==> src/rtl/irq_request_resolver_8259a.sv <==
// ---------------------------------------------------------------------------
// irq_request_resolver_8259a
//
// Request side of an 8259A-style interrupt controller. It captures the eight
// IR lines into the interrupt request register (IRR) in either edge- or
// level-triggered mode. It masks the captured requests and resolves the single
// highest-priority request that may interrupt the current in-service level.
//
// Ports
//   clock                          : single clock, rising edge active
//   reset                          : synchronous, active-high reset
//   level_or_edge_triggered_config : 1 = level-triggered, 0 = edge-triggered
//   interrupt_request_pin[7:0]     : IR0..IR7, already synchronous to clock
//   interrupt_mask[7:0]            : IMR, 1 = line masked
//   special_mask_mode              : 1 = special mask mode active
//   priority_rotate[2:0]           : lowest-priority level (7 -> IR0 highest)
//   freeze                         : high during INTA, holds IRR sets and vector
//   clear_interrupt_request[7:0]   : one-hot IRR clear on acknowledge
//   in_service_register[7:0]       : current ISR
//   highest_level_in_service[7:0]  : one-hot highest-priority ISR bit, or 0
//   interrupt_request_register[7:0]: IRR (registered)
//   interrupt[7:0]                 : one-hot resolved request (registered)
//   interrupt_to_cpu               : INT, OR of interrupt
// ---------------------------------------------------------------------------
module irq_request_resolver_8259a (
  input  logic       clock,
  input  logic       reset,
  input  logic       level_or_edge_triggered_config,
  input  logic [7:0] interrupt_request_pin,
  input  logic [7:0] interrupt_mask,
  input  logic       special_mask_mode,
  input  logic [2:0] priority_rotate,
  input  logic       freeze,
  input  logic [7:0] clear_interrupt_request,
  input  logic [7:0] in_service_register,
  input  logic [7:0] highest_level_in_service,
  output logic [7:0] interrupt_request_register,
  output logic [7:0] interrupt,
  output logic       interrupt_to_cpu
);

  // Re-order a vector into priority order: bit 0 is the highest-priority
  // line, IR(rot+1), and bit 7 is the lowest, IR(rot). The 3-bit index sum
  // gives the mod-8 wrap.
  function automatic logic [7:0] to_priority(input logic [7:0] vec,
                                             input logic [2:0] rot);
    logic [7:0] res;
    logic [2:0] idx;
    res = 8'h00;
    for (int j = 0; j < 8; j++) begin
      idx    = rot + 3'd1 + j[2:0];
      res[j] = vec[idx];
    end
    return res;
  endfunction

  // Inverse of to_priority: map a priority-ordered vector back to IR order.
  function automatic logic [7:0] from_priority(input logic [7:0] vec,
                                               input logic [2:0] rot);
    logic [7:0] res;
    logic [2:0] idx;
    res = 8'h00;
    for (int j = 0; j < 8; j++) begin
      idx      = rot + 3'd1 + j[2:0];
      res[idx] = vec[j];
    end
    return res;
  endfunction

  // In priority order, a level qualifies only if it is strictly above the
  // in-service level. The in-service level and everything below it are
  // blocked. An all-zero input blocks nothing.
  function automatic logic [7:0] above_in_service(input logic [7:0] hl_prio);
    logic [7:0] res;
    logic       seen;
    res  = 8'h00;
    seen = 1'b0;
    for (int j = 0; j < 8; j++) begin
      seen   = seen | hl_prio[j];
      res[j] = ~seen;
    end
    return res;
  endfunction

  // Keep only the lowest set bit, which is the highest priority in priority
  // order.
  function automatic logic [7:0] first_set(input logic [7:0] vec);
    logic [7:0] res;
    logic       found;
    res   = 8'h00;
    found = 1'b0;
    for (int j = 0; j < 8; j++) begin
      if (vec[j] && !found) begin
        res[j] = 1'b1;
        found  = 1'b1;
      end else begin
        res[j] = 1'b0;
      end
    end
    return res;
  endfunction

  logic [7:0] prev_pin_r;
  logic [7:0] irr_r;
  logic [7:0] interrupt_r;
  logic [7:0] irr_next_s;
  logic [7:0] candidate_s;
  logic [7:0] qualifier_prio_s;
  logic [7:0] resolved_s;

  // Next IRR value. A clear always wins, and freeze blocks new sets.
  always_comb begin
    irr_next_s = irr_r;
    if (freeze) begin
      irr_next_s = irr_r & ~clear_interrupt_request;
    end else if (level_or_edge_triggered_config) begin
      irr_next_s = interrupt_request_pin & ~clear_interrupt_request;
    end else begin
      irr_next_s = (irr_r | (interrupt_request_pin & ~prev_pin_r))
                   & ~clear_interrupt_request;
    end
  end

  // Resolve the highest-priority unmasked request allowed by the ISR state.
  always_comb begin
    candidate_s      = irr_r & ~interrupt_mask;
    qualifier_prio_s = 8'h00;
    if (special_mask_mode) begin
      // In SMM, only the in-service lines themselves are excluded.
      qualifier_prio_s = to_priority(candidate_s & ~in_service_register,
                                     priority_rotate);
    end else begin
      qualifier_prio_s = to_priority(candidate_s, priority_rotate)
                         & above_in_service(to_priority(highest_level_in_service,
                                                        priority_rotate));
    end
    resolved_s = from_priority(first_set(qualifier_prio_s), priority_rotate);
  end

  // State registers: previous pins, IRR and the resolved vector.
  always_ff @(posedge clock) begin
    if (reset) begin
      prev_pin_r  <= 8'h00;
      irr_r       <= 8'h00;
      interrupt_r <= 8'h00;
    end else begin
      prev_pin_r <= interrupt_request_pin;
      irr_r      <= irr_next_s;
      if (freeze) begin
        interrupt_r <= interrupt_r;
      end else begin
        interrupt_r <= resolved_s;
      end
    end
  end

  assign interrupt_request_register = irr_r;
  assign interrupt                  = interrupt_r;
  assign interrupt_to_cpu           = |interrupt_r;

endmodule

==> config.mk <==
export PLATFORM = sky130hd
export DESIGN_NAME = irq_request_resolver_8259a
export DESIGN_NICKNAME = d
export VERILOG_FILES = /design/src/rtl/irq_request_resolver_8259a.sv
export SDC_FILE = /design/constraint.sdc
export NUM_CORES = 1
export LEC_CHECK = 0
export BUFFER_PORTS_ARGS = -buffer_cell sky130_fd_sc_hd__buf_2
export CORE_MARGIN = 2
export CORE_UTILIZATION = 45
export CTS_BUF_LIST = sky130_fd_sc_hd__clkbuf_8
export DETAILED_ROUTE_END_ITERATION = 10
export PLACE_DENSITY = 0.67
export SLEW_MARGIN = 20
export SYNTH_ARGS = -nofsm -noshare
export SYNTH_HDL_FRONTEND = slang
export SYNTH_SLANG_ARGS = --single-unit
==> constraint.sdc <==
create_clock -name clock -period 6.8 [get_ports clock]
set_input_delay 2.04 -clock clock [delete_from_list [all_inputs] [get_ports clock]]
set_output_delay 2.04 -clock clock [all_outputs]
set_load 0.005 [all_outputs]
# == Word level (Yosys, flattened, before mapping) ==
# Cells that the tools add are included.
# word_totals
register_bits,24
input_bits,48
output_inout_bits,17
elab_cells,166
# classes
addsub,8
magnitude_cmp,16
n_mux,88
bitwise_logic,28
reduce_logical,23
# op_table
cell,count
binary-select mux 1 bit (select 3 bit),24
AND 8 bit,8
bitwise mux 8 bit,7
2-to-1 mux 1 bit,46
less-than comparator 3 x 4 -> 1 bit (second input constant),8
inverter 8 bit,4
demux 1 bit (select 3 bit),8
greater-or-equal comparator 3 x 1 -> 1 bit (second input constant),8
2-to-1 mux 8 bit,3
logical AND 1 bit,15
adder 3 bit (second input constant),4
inverter 1 bit,8
bitwise OR 8 bit,1
OR reduction 8 bit,1
logical NOT 1 bit,7
bitwise OR 1 bit,7
adder 3 x 1 -> 3 bit (second input constant),2
adder 3 x 2 -> 3 bit (second input constant),2

# == Depth between registers and ports, before layout ==
# Gate-level depths: netlist of the first run.
# logic_depth
depth_word,37
mapped_depth,17
ltp_nobuf,11

# == Worst setup path after synthesis of the first run ==
# Ideal clock, no wire load.
# synth_path
path_kind,input-to-reg
from,in priority_rotate[0]
to,reg interrupt_r[2] (netlist: interrupt[2])
setup_time_ns,0.116
arrival_ns,5.605
t_required_ns,6.684
path_slack_ns,1.079
cell_stages,16
path_buffers,5
cell_sequence,buf_2 inv_1 buf_2 buf_2 ha_1 buf_6 mux2_4 mux4_2 or2_4 or3_4 and4b_1 buf_6 a311oi_1 a31oi_1 o22a_1 o211a_1
# synth_between
elab_chain_cells,29
elab_cells_between_ends,149
cone_classes,add/sub: 8; order compare: 16; mux: 86; bitwise: 17; reduce/logical: 22
# synth_rtl
item,line_no,rtl
"start, declared",32,"input logic [2:0] priority_rotate,"
adder 3 x 1 -> 3 bit (*),"51, 64",
adder 3 x 1 -> 3 bit / binary-select mux 1 bit (select 3 bit) (equally long branches),"51, 64, 52",
binary-select mux 1 bit (select 3 bit) / 2-to-1 mux 1 bit (equally long branches),52,res[j] = vec[idx];
2-to-1 mux 1 bit (not written as such) / inverter 1 bit (equally long branches),"52, 80",
bitwise OR 1 bit / AND 8 bit (equally long branches),"79, 134",
inverter 1 bit / 2-to-1 mux 8 bit (equally long branches),"80, 128",
AND 8 bit / 2-to-1 mux 1 bit (equally long branches),"134, 93",
2-to-1 mux 8 bit / logical NOT 1 bit (equally long branches),"128, 93",
(+13 left out),--,
2-to-1 mux 1 bit,93,if (vec[j] && !found) begin
logical NOT 1 bit,93,
logical AND 1 bit,93,
2-to-1 mux 1 bit,93,
logical NOT 1 bit,93,
logical AND 1 bit,93,
2-to-1 mux 1 bit,93,
bitwise mux 8 bit (*),65,res[idx] = vec[j];
"end signal, assigned",150,interrupt_r <= interrupt_r;
"end signal, assigned",152,interrupt_r <= resolved_s;
"end, declared",105,logic [7:0] interrupt_r;
# Mark *: on every way between the ends. The rest lies on a longest branch, timed or not. The select of a mux whose other input is x is not followed.
# A chain may end at the register's enable or synchronous reset.

# == Worst setup path after layout of the first run ==
# layout_path
from,in priority_rotate[0]
to,reg interrupt_r[3] (netlist: interrupt[3])
# The elaborated chain is that of the path after synthesis.

==> results of run 1 <==
[cell families after synthesis]
logic type | count (synthesis)
and+or+nand+nor | 165
AOI/OAI and AO/OA | 139
muxes | 45
buffers and inverters | 41
DFF | 24
xor gates and xnor gates | 8
adders and majority gates | 2
[cells in the mapped netlist, drive strengths merged, types with 5 or more instances]
master and n:
a211oi 5, a21oi 45, a31oi 9, buf 20, clkbuf 15, dfxtp 24, inv 6, mux2 11
mux2i 12, mux4 22, nand2 38, nand2b 18, nand3 12, nor2 31, nor2b 17, nor3 8
nor3b 9, nor4 15, o211ai 5, o21ai 17, o22ai 10, o31ai 5, xnor2 5
[state kept, by name (all words and copies together), names as in the netlist]
register / flops
interrupt_request_register: 8
prev_pin_r: 8
interrupt: 8
[cell type report]
class                           instances  area [um2]
Tap cell                               99         124
Clock inverter                          1        30.0
Sequential cell                        24         480
Multi-Input combinational cell        359        2750
Fill cell                             747        3470
Timing Repair Buffer                   71         373
Clock buffer                            3        41.3
Inverter                                6        22.5
[stage by stage]
stage / instance area [um2] / util
after floorplan: 3420 / -
after global placement: 3750 / 0.514
after detailed placement: 3750 / 0.514
after CTS: 3820 / 0.524
after global routing: 3820 / 0.524
final: 3820 / 0.524
[routing by layer]
metal  global-route usage  vias up
li1                     -     1742
met2                0.422      219
met1                0.351     1759
met3               0.0357       28
met4               0.0783        0
met5                    0        -
[final timing paths]
check | from | end | slack, ps | cells after the start
worst max-delay path | priority_rotate[0] | interrupt[3]$_SDFFE_PP0N_ | 1050 | 13
worst min-delay path | interrupt[3]$_SDFFE_PP0N_ | interrupt[3]$_SDFFE_PP0N_ | 550 | 2
worst max register to register | interrupt_request_register[1]$_SDFF_PP0_ | interrupt[3]$_SDFFE_PP0N_ | 3390 | 9
worst min register to register | interrupt[3]$_SDFFE_PP0N_ | interrupt[3]$_SDFFE_PP0N_ | 550 | 2
[power breakdown]
part	switching (mW)	internal [mW]	total, mW
combinational	0.142	0.0991	0.242
clock	0.0467	0.0786	0.125
sequential	0.00637	0.148	0.155
total	0.196	0.326	0.521
[worst max-delay path, cell delays in order]
cell      delay [ps]
buf_2            110
inv_1             60
ha_2             640
buf_4            380
mux2_2           370
mux2i_1          350
o211ai_1         210
or3_4            450
and4b_1          320
nand3b_1         300
mux2i_1          150
a222oi_1         420
nor3_1            90
==> impl_metrics.csv, run 1 <==
group,metric,value,unit
synth,synthMuxAreaShare,0.217,
routing,ant_nets,0,
synth,synthSimpleGateAreaFrac,0.262,
finish,layout_commonest_cell,"buf_2",
floorplanning,die_y,91.2,um
setup_path,worstPathRequired,6940,ps
global_routing,grt_usage,0.257,
routing,drc,0,
clocking,post_cts.repair.setup_buffers,0,
setup_path,cp_data_arrival_time,5890,ps
synth,ys.flop_type,"dfxtp_1",
power_and_ir_drop,ir_drop,0.000110,V
finish,antennaDiodeCount,0,
routing,route.met3.wl,873,um
synth,synth_warnings,0,
floorplanning,std_cell_rows,31,
power_and_ir_drop,leakagePower,1.39,nW
synth,synth_top_family_by_area,"compound AO/OA/AOI/OAI gates",
clocking,numCtsBuffers,3,
finish,nets,515,
synth,netlist_area,0.00342,mm2
timing,holdWs,551,ps
setup_path,cp-start-kind,"input pin",
timing,final_hold_viol_count,0,
status,status,"finished clean",
placed_design,globalplace.congestion,0.942,
synth,synth_enable_flop_cells,0,
synth,synth_compound_area_frac,0.285,
timing,slew_headroom,0.426,
setup_path,crit_type,"in -> reg",
global_routing,grt_max_degree,57,
clocking,cts.sinks,24,
synth,synthTopCellsByArea,"mux4_2 (14%), dfxtp_1 (14%), a21oi_1 (6.4%), nand2_1 (4.2%), mux2i_1 (3.5%)",
timing,fin_worst_skew,4.45,ps
routing,vias,3748,
run,maxCapViolCount,0,
clocking,clk_pin_slew,90,ps
synth,synth_nets,474,
global_routing,grt_pass1_wl,17700,um
synth,seq_area_frac_synth,0.140,
floorplanning,core-area,0.00729,mm2
timing,max_freq,0.174,GHz
power_and_ir_drop,power_density,136,mW/mm2
routing,highest_layer,"met4",
synth,async_reset_ff_frac,0,
synth,synth_fa_ha_area_frac,0.00731,
power_and_ir_drop,p_total,521,uW
synth,synth_area_per_cell,8.07,um2
synth,ys_ff_latch,24,
global_routing,grt-ovfl-total,0,
routing,drtPass1Iterations,5,
timing,drv_slew,0,
floorplanning,die_x,91.2,um
timing,tns,0,ps
routing,drt_iter0_markers,550,
synth,yosysTopAreaCellShare,0.145,
finish,final_cells,563,
routing,vias_per_cell,6.66,
clocking,clock_latency,260,ps
setup_path,cp_max_fo,23,
timing,tightest_slew,854,ps
timing,fin_ws,1050,ps
routing,wl_met1,4620,um
routing,wl,10800,um
clocking,cts_resized,0,
global_routing,grt_pass1_vias,3469,
timing,min_period_over_period,0.846,
clocking,cts-root-buf,"clkbuf_8",
finish,mostFrequentLayoutCells,"buf_2 (64), a21oi_1 (44), nand2_1 (38), nor2_1 (31), dfxtp_1 (24)",
min_path,worstHoldPathType,"reg -> reg",
timing,fin_crit,5750,ps
routing,wl_per_cell,19.3,um
finish,drive_gt1_frac,0.276,
placed_design,dp_cells,559,
clocking,cts_tree,"built",
setup_path,end_kind,"flip-flop",
timing,rsz0062_at_grt,"no",
clocking,holdBufCountCts,0,
finish,syn_to_final_growth,11.7,%
synth,synth_cell_types,75,
timing,setup_viol,0,
global_routing,antenna_found_initial,0,
floorplanning,initial_core_util,0.469,
placed_design,pre_cts_ws,819,ps
placed_design,portBuffers,64,
clocking,htreeDepth,1,
floorplanning,dieArea,0.00832,mm2
synth,netlist_instances,424,
placed_design,dpl.hpwl,8030,um
clocking,clock_path_buffers,2,
synth,yosys.area.top_type,"mux4_2",
floorplanning,io_pins,65,
routing,dr_wl_met2,5130,um
synth,synthXorXnorAreaFrac,0.0311,
No activity file was read; power rests on OpenSTA's default activity.
==> inputs of run 2 (changes only) <==
- ABC_AREA: unset -> 1
- PLACE_DENSITY: 0.67 -> 0.71
- clock period: 6.8 -> 5.2 ns (I/O delays scaled with it)
==> impl_metrics.csv, run 2 <==
group,metric,value,unit
min_path,worstHoldPathType,"reg -> reg",
timing,rsz0062_at_grt,"no",
clocking,clk_pin_slew,80,ps
routing,drtPass1Iterations,5,
setup_path,cp-start-kind,"input pin",
clocking,post_cts.repair.setup_buffers,0,
placed_design,placedInstanceArea,0.00329,mm2
timing,fin_crit,4350,ps
power_and_ir_drop,ir_drop,0.000182,V
clocking,cts.sinks,24,
timing,drv_slew,0,
global_routing,grt-ovfl-total,0,
global_routing,grt_usage,0.265,
global_routing,grt_max_degree,32,
floorplanning,core-area,0.00639,mm2
timing,min_period_over_period,0.836,
synth,async_reset_ff_frac,0,
setup_path,cp_data_arrival_time,4550,ps
finish,mostFrequentLayoutCells,"nand2_1 (140), nand3_1 (136), nor2_1 (77), buf_2 (64), inv_1 (53)",
timing,tightest_slew,675,ps
floorplanning,std_cell_rows,29,
clocking,cts-root-buf,"clkbuf_8",
routing,drt_iter0_markers,408,
run,maxCapViolCount,0,
finish,nets,655,
setup_path,slowest_delay,310,ps
synth,ys_ff_latch,24,
timing,slew_headroom,0.549,
floorplanning,die_y,85.4,um
global_routing,grt_pass1_wl,16000,um
setup_path,end_kind,"flip-flop",
synth,yosysTopAreaCellShare,0.228,
setup_path,path_cells,"buf_2 > buf_4 > ha_1 > inv_2 > nand2_2 > nand2_2 > nand2_1 > nand2_2 > nand2_1 > nand2_2 > nand3_2 > nor2_1 > nor2_1 > nand2_2 > nor2_4 > nand2_2 > nor2_4 > nand3_1 > nand3_1 > nor2_1 > nor2_1",
timing,max_freq,0.230,GHz
floorplanning,die_x,85.4,um
routing,wl_per_cell,14.0,um
finish,drive_gt1_frac,0.174,
timing,setup_viol,0,
clocking,clock_path_buffers,2,
timing,fin_worst_skew,1.06,ps
synth,synth_nets,601,
synth,synth_enable_flop_cells,0,
clocking,holdBufCountCts,0,
synth,synth_cell_types,31,
synth,synth_warnings,0,
synth,netlist_area,0.00298,mm2
placed_design,globalplace.congestion,0.921,
synth,synth_area_per_cell,5.41,um2
floorplanning,initial_core_util,0.467,
clocking,clock_latency,260,ps
routing,ant_nets,0,
setup_path,cp_max_fo,31,
synth,yosys.area.top_type,"nand3_1",
finish,layout_commonest_cell,"nand2_1",
finish,antennaDiodeCount,0,
floorplanning,io_pins,65,
clocking,cts_tree,"built",
synth,netlist_instances,551,
routing,vias_per_cell,5.66,
setup_path,worstPathRequired,5400,ps
synth,yosysMostFrequentCell,"nand2_1",
clocking,cts_resized,0,
power_and_ir_drop,power_density,190,mW/mm2
setup_path,crit_type,"in -> reg",
placed_design,portBuffers,64,
synth,seq_area_frac_synth,0.161,
synth,synthTopCellsByCount,"nand2_1 (140), nand3_1 (136), nor2_1 (77), inv_1 (53), dfxtp_1 (24)",
status,status,"finished clean",
timing,tns,0,ps
setup_path,cp_top_family,"simple AND/OR/NAND/NOR gates",
routing,wl,9560,um
global_routing,grt_pass1_vias,3352,
setup_path,crit_slowest_cell,"buf_4",
clocking,htreeDepth,1,
power_and_ir_drop,leakagePower,1.76,nW
finish,syn_to_final_growth,12.2,%
synth,synthTopCellsByArea,"nand3_1 (23%), nand2_1 (18%), dfxtp_1 (16%), nor2_1 (9.7%), inv_1 (6.7%)",
placed_design,dpl.hpwl,7450,um
global_routing,antenna_found_initial,0,
setup_path,crit_top_cell,"nand2_2",
timing,final_hold_viol_count,0,
routing,drc,0,
clocking,numCtsBuffers,3,
synth,ys.flop_type,"dfxtp_1",
finish,design_area,0.00335,mm2
floorplanning,dieArea,0.00729,mm2
setup_path,cp.buffers_inverters,3,
routing,vias,3856,
-- run 2: per-layer routing --
metal,share of wire,vias up,global-route usage
met5,0,-,0
met2,0.45,223,0.430
met3,0.078,11,0.0224
met4,0.012,0,0.0649
met1,0.46,1707,0.380
li1,-,1915,-
-- run 2: layout make-up --
type | instances | area [um2]
Sequential cell | 24 | 480
Timing Repair Buffer | 69 | 358
Inverter | 58 | 218
Multi-Input combinational cell | 449 | 2140
Clock buffer | 4 | 55.1
Fill cell | 674 | 3040
Tap cell | 77 | 96.3
-- run 2: power by group --
part           switching, mW  total, mW  internal (mW)  leakage, nW
Clock                 0.0567      0.124         0.0675       0.0288
Combinational          0.212      0.309         0.0979         1.53
Sequential           0.00675      0.201          0.194        0.198
Total                  0.275      0.634          0.359         1.76
-- run 2: path summary, 6_finish.rpt --
path | from | endpoint | slack, ps | cells past startpoint
worst max-delay path | priority_rotate[0] | interrupt[5]$_SDFFE_PP0N_ | 850 | 21
worst max register to register | interrupt_request_register[0]$_SDFF_PP0_ | interrupt[5]$_SDFFE_PP0N_ | 2860 | 17
worst min-delay path | prev_pin_r[7]$_SDFF_PP0_ | interrupt_request_register[7]$_SDFF_PP0_ | 510 | 3
worst min register to register | prev_pin_r[7]$_SDFF_PP0_ | interrupt_request_register[7]$_SDFF_PP0_ | 510 | 3
-- run 2: cells by family after synthesis --
kind of cell	after synthesis	share of synthesized area
fa+ha+maj	2	0.00839
flops	24	0.161
simple gates	403	0.624
compound gates	44	0.0844
buf+inv	78	0.122
-- run 2: stage by stage --
step / utilization / power, mW / hold WS [ps] / cells / worst slack [ps]
after global placement: 0.515 / 0.506 / 490 / 677 / 694
after floorplan: - / 0.431 / 484 / 551 / 1260
after detailed placement: 0.515 / 0.506 / 498 / 677 / 659
after global routing: 0.524 / 0.684 / 558 / 681 / 536
after CTS: 0.524 / 0.631 / 513 / 681 / 916
final: 0.524 / 0.634 / 508 / 681 / 852
-- run 2: worst reg2reg max path: stages (launching register included) --
cell and delay, ps:
dfxtp_1 330, inv_1 80, nor2_1 60, nand2_1 80
nand2_1 70, nand3_1 140, nand3_1 90, nand3_1 120
nand2_4 120, nor2_4 150, nand2_2 90, nor2_4 230
nand2_2 100, nor2_4 270, nand3_1 110, nand3_1 130
nor2_1 60, nor2_1 80
==> inputs of run 3 (changes only) <==
- PLACE_DENSITY: 0.71 -> 0.68
- clock period: 5.2 -> 4.4 ns (I/O delays scaled with it)
==> impl_metrics.csv, run 3 (synthesis gave the netlist of run 2 again) <==
group,metric,value,unit
floorplanning,initial_core_util,0.467,
timing,min_period_over_period,0.917,
setup_path,worstPathRequired,4620,ps
min_path,worstHoldPathType,"reg -> reg",
global_routing,grt_pass1_vias,3431,
routing,wl_per_cell,14.1,um
setup_path,cp_data_arrival_time,4260,ps
run,maxCapViolCount,0,
clocking,cts_tree,"built",
finish,nFillCells,701,
placed_design,globalplace.congestion,0.968,
routing,drtPass1Iterations,5,
finish,drive_gt1_frac,0.175,
floorplanning,core-area,0.00639,mm2
min_path,hold_depth,3,
placed_design,portBuffers,64,
setup_path,r2r_cells,17,
power_and_ir_drop,leakagePower,1.76,nW
setup_path,crit_type,"in -> reg",
clocking,numCtsBuffers,3,
routing,drc,0,
clocking,holdBufCountCts,0,
setup_path,timing.rr.start,"interrupt_request_register[0]$_SDFF_PP0_",
routing,vias_per_cell,5.55,
finish,ff_latch_area,480,um2
status,status,"finished clean",
finish,multi_input_area,0.00214,mm2
floorplanning,std_cell_rows,29,
timing,final_hold_viol_count,0,
setup_path,r2r_slack,2040,ps
global_routing,antenna_found_initial,0,
clocking,clock_latency,270,ps
finish,design_area,0.00335,mm2
global_routing,grt_pass1_wl,16000,um
power_and_ir_drop,ir_drop,0.000222,V
floorplanning,dieArea,0.00729,mm2
timing,setup_viol,0,
timing,rsz0062_at_grt,"no",
timing,fin_worst_skew,2.66,ps
timing,fin_crit,4040,ps
timing,drv_slew,0,
finish,nets,656,
finish,syn_to_final_growth,12.5,%
clocking,htreeDepth,1,
clocking,clk_pin_slew,80,ps
routing,wl,9640,um
floorplanning,die_y,85.4,um
min_path,hold_path_startpoint,"prev_pin_r[5]$_SDFF_PP0_",
finish,mostFrequentLayoutCells,"nand2_1 (140), nand3_1 (136), nor2_1 (77), buf_2 (64), inv_1 (53)",
timing,slew_headroom,0.520,
floorplanning,die_x,85.4,um
global_routing,grt_usage,0.265,
placed_design,dpl.hpwl,7580,um
timing,tns,0,ps
timing,tightest_slew,719,ps
setup_path,cp-start-kind,"input pin",
setup_path,cp_max_fo,31,
clocking,clock_path_buffers,2,
floorplanning,io_pins,65,
timing,max_freq,0.248,GHz
setup_path,r2r-end,"interrupt[2]$_SDFFE_PP0N_",
min_path,holdPathEnd,"interrupt_request_register[5]$_SDFF_PP0_",
power_and_ir_drop,power_density,225,mW/mm2
finish,antennaDiodeCount,0,
routing,ant_nets,0,
placed_design,placedInstanceArea,0.00330,mm2
finish,layout_commonest_cell,"nand2_1",
global_routing,grt_max_degree,32,
routing,vias,3788,
setup_path,end_kind,"flip-flop",
clocking,post_cts.repair.setup_buffers,0,
clocking,cts-root-buf,"clkbuf_8",
global_routing,grt-ovfl-total,0,
routing,drt_iter0_markers,342,
clocking,cts_resized,0,
clocking,cts.sinks,24,
==> run 3: stage by stage <==
step                      power, mW  hold slack, ps  cells   util  setup WS, ps
after floorplan               0.509             484    551      -           703
after global placement        0.601             489    678  0.516           188
after detailed placement      0.600             505    678  0.516           148
after CTS                     0.749             518    682  0.525           419
after global routing          0.802             549    682  0.525          90.3
final                         0.753             513    682  0.525           363
==> run 3: worst max-delay path, stage by stage <==
cell and delay [ps]:
buf_2 90, buf_4 310, ha_1 280, inv_2 60
nand2_2 90, nand2_2 180, nand2_1 130, nand2_2 150
nand2_1 130, nand2_2 70, nand3_2 110, nor2_1 50
nor2_1 180, nand2_2 120, nor2_4 240, nand2_2 100
nor2_4 270, nand3_1 130, nand4_1 110, nand2_1 70
inv_1 60
==> run 3: cell type report <==
class / count / share of cell area
Tap cell: 77 / 0.0287
Inverter: 58 / 0.0649
Multi-Input combinational cell: 449 / 0.638
Timing Repair Buffer: 70 / 0.109
Sequential cell: 24 / 0.143
Clock buffer: 4 / 0.0164
==> run 3: worst max-delay path by stage <==
stage | from | to | slack (ps) | depth (start not counted)
2_1_floorplan | priority_rotate[0] | interrupt[4]$_SDFFE_PP0N_ | 700 | 23
3_3_place_gp | priority_rotate[0] | interrupt[7]$_SDFFE_PP0N_ | 190 | 20
3_5_place_dp | priority_rotate[0] | interrupt[0]$_SDFFE_PP0N_ | 150 | 21
4_1_cts | priority_rotate[0] | interrupt[0]$_SDFFE_PP0N_ | 420 | 21
5_1_grt | priority_rotate[0] | interrupt[3]$_SDFFE_PP0N_ | 90 | 21
6_report | priority_rotate[0] | interrupt[2]$_SDFFE_PP0N_ | 360 | 21
==> run 3: routing by layer <==
layer / vias to the layer above / share of wire / global-route usage
met3: 15 / 0.070 / 0.0204
met2: 179 / 0.43 / 0.425
li1: 1920 / - / -
met4: 0 / 0.018 / 0.0750
met5: - / 0 / 0
met1: 1674 / 0.48 / 0.380
==> run 3: power by group <==
part	internal [mW]	switching (mW)	total [mW]
registers	0.229	0.00814	0.237
clock network	0.0800	0.0707	0.151
logic	0.117	0.248	0.365
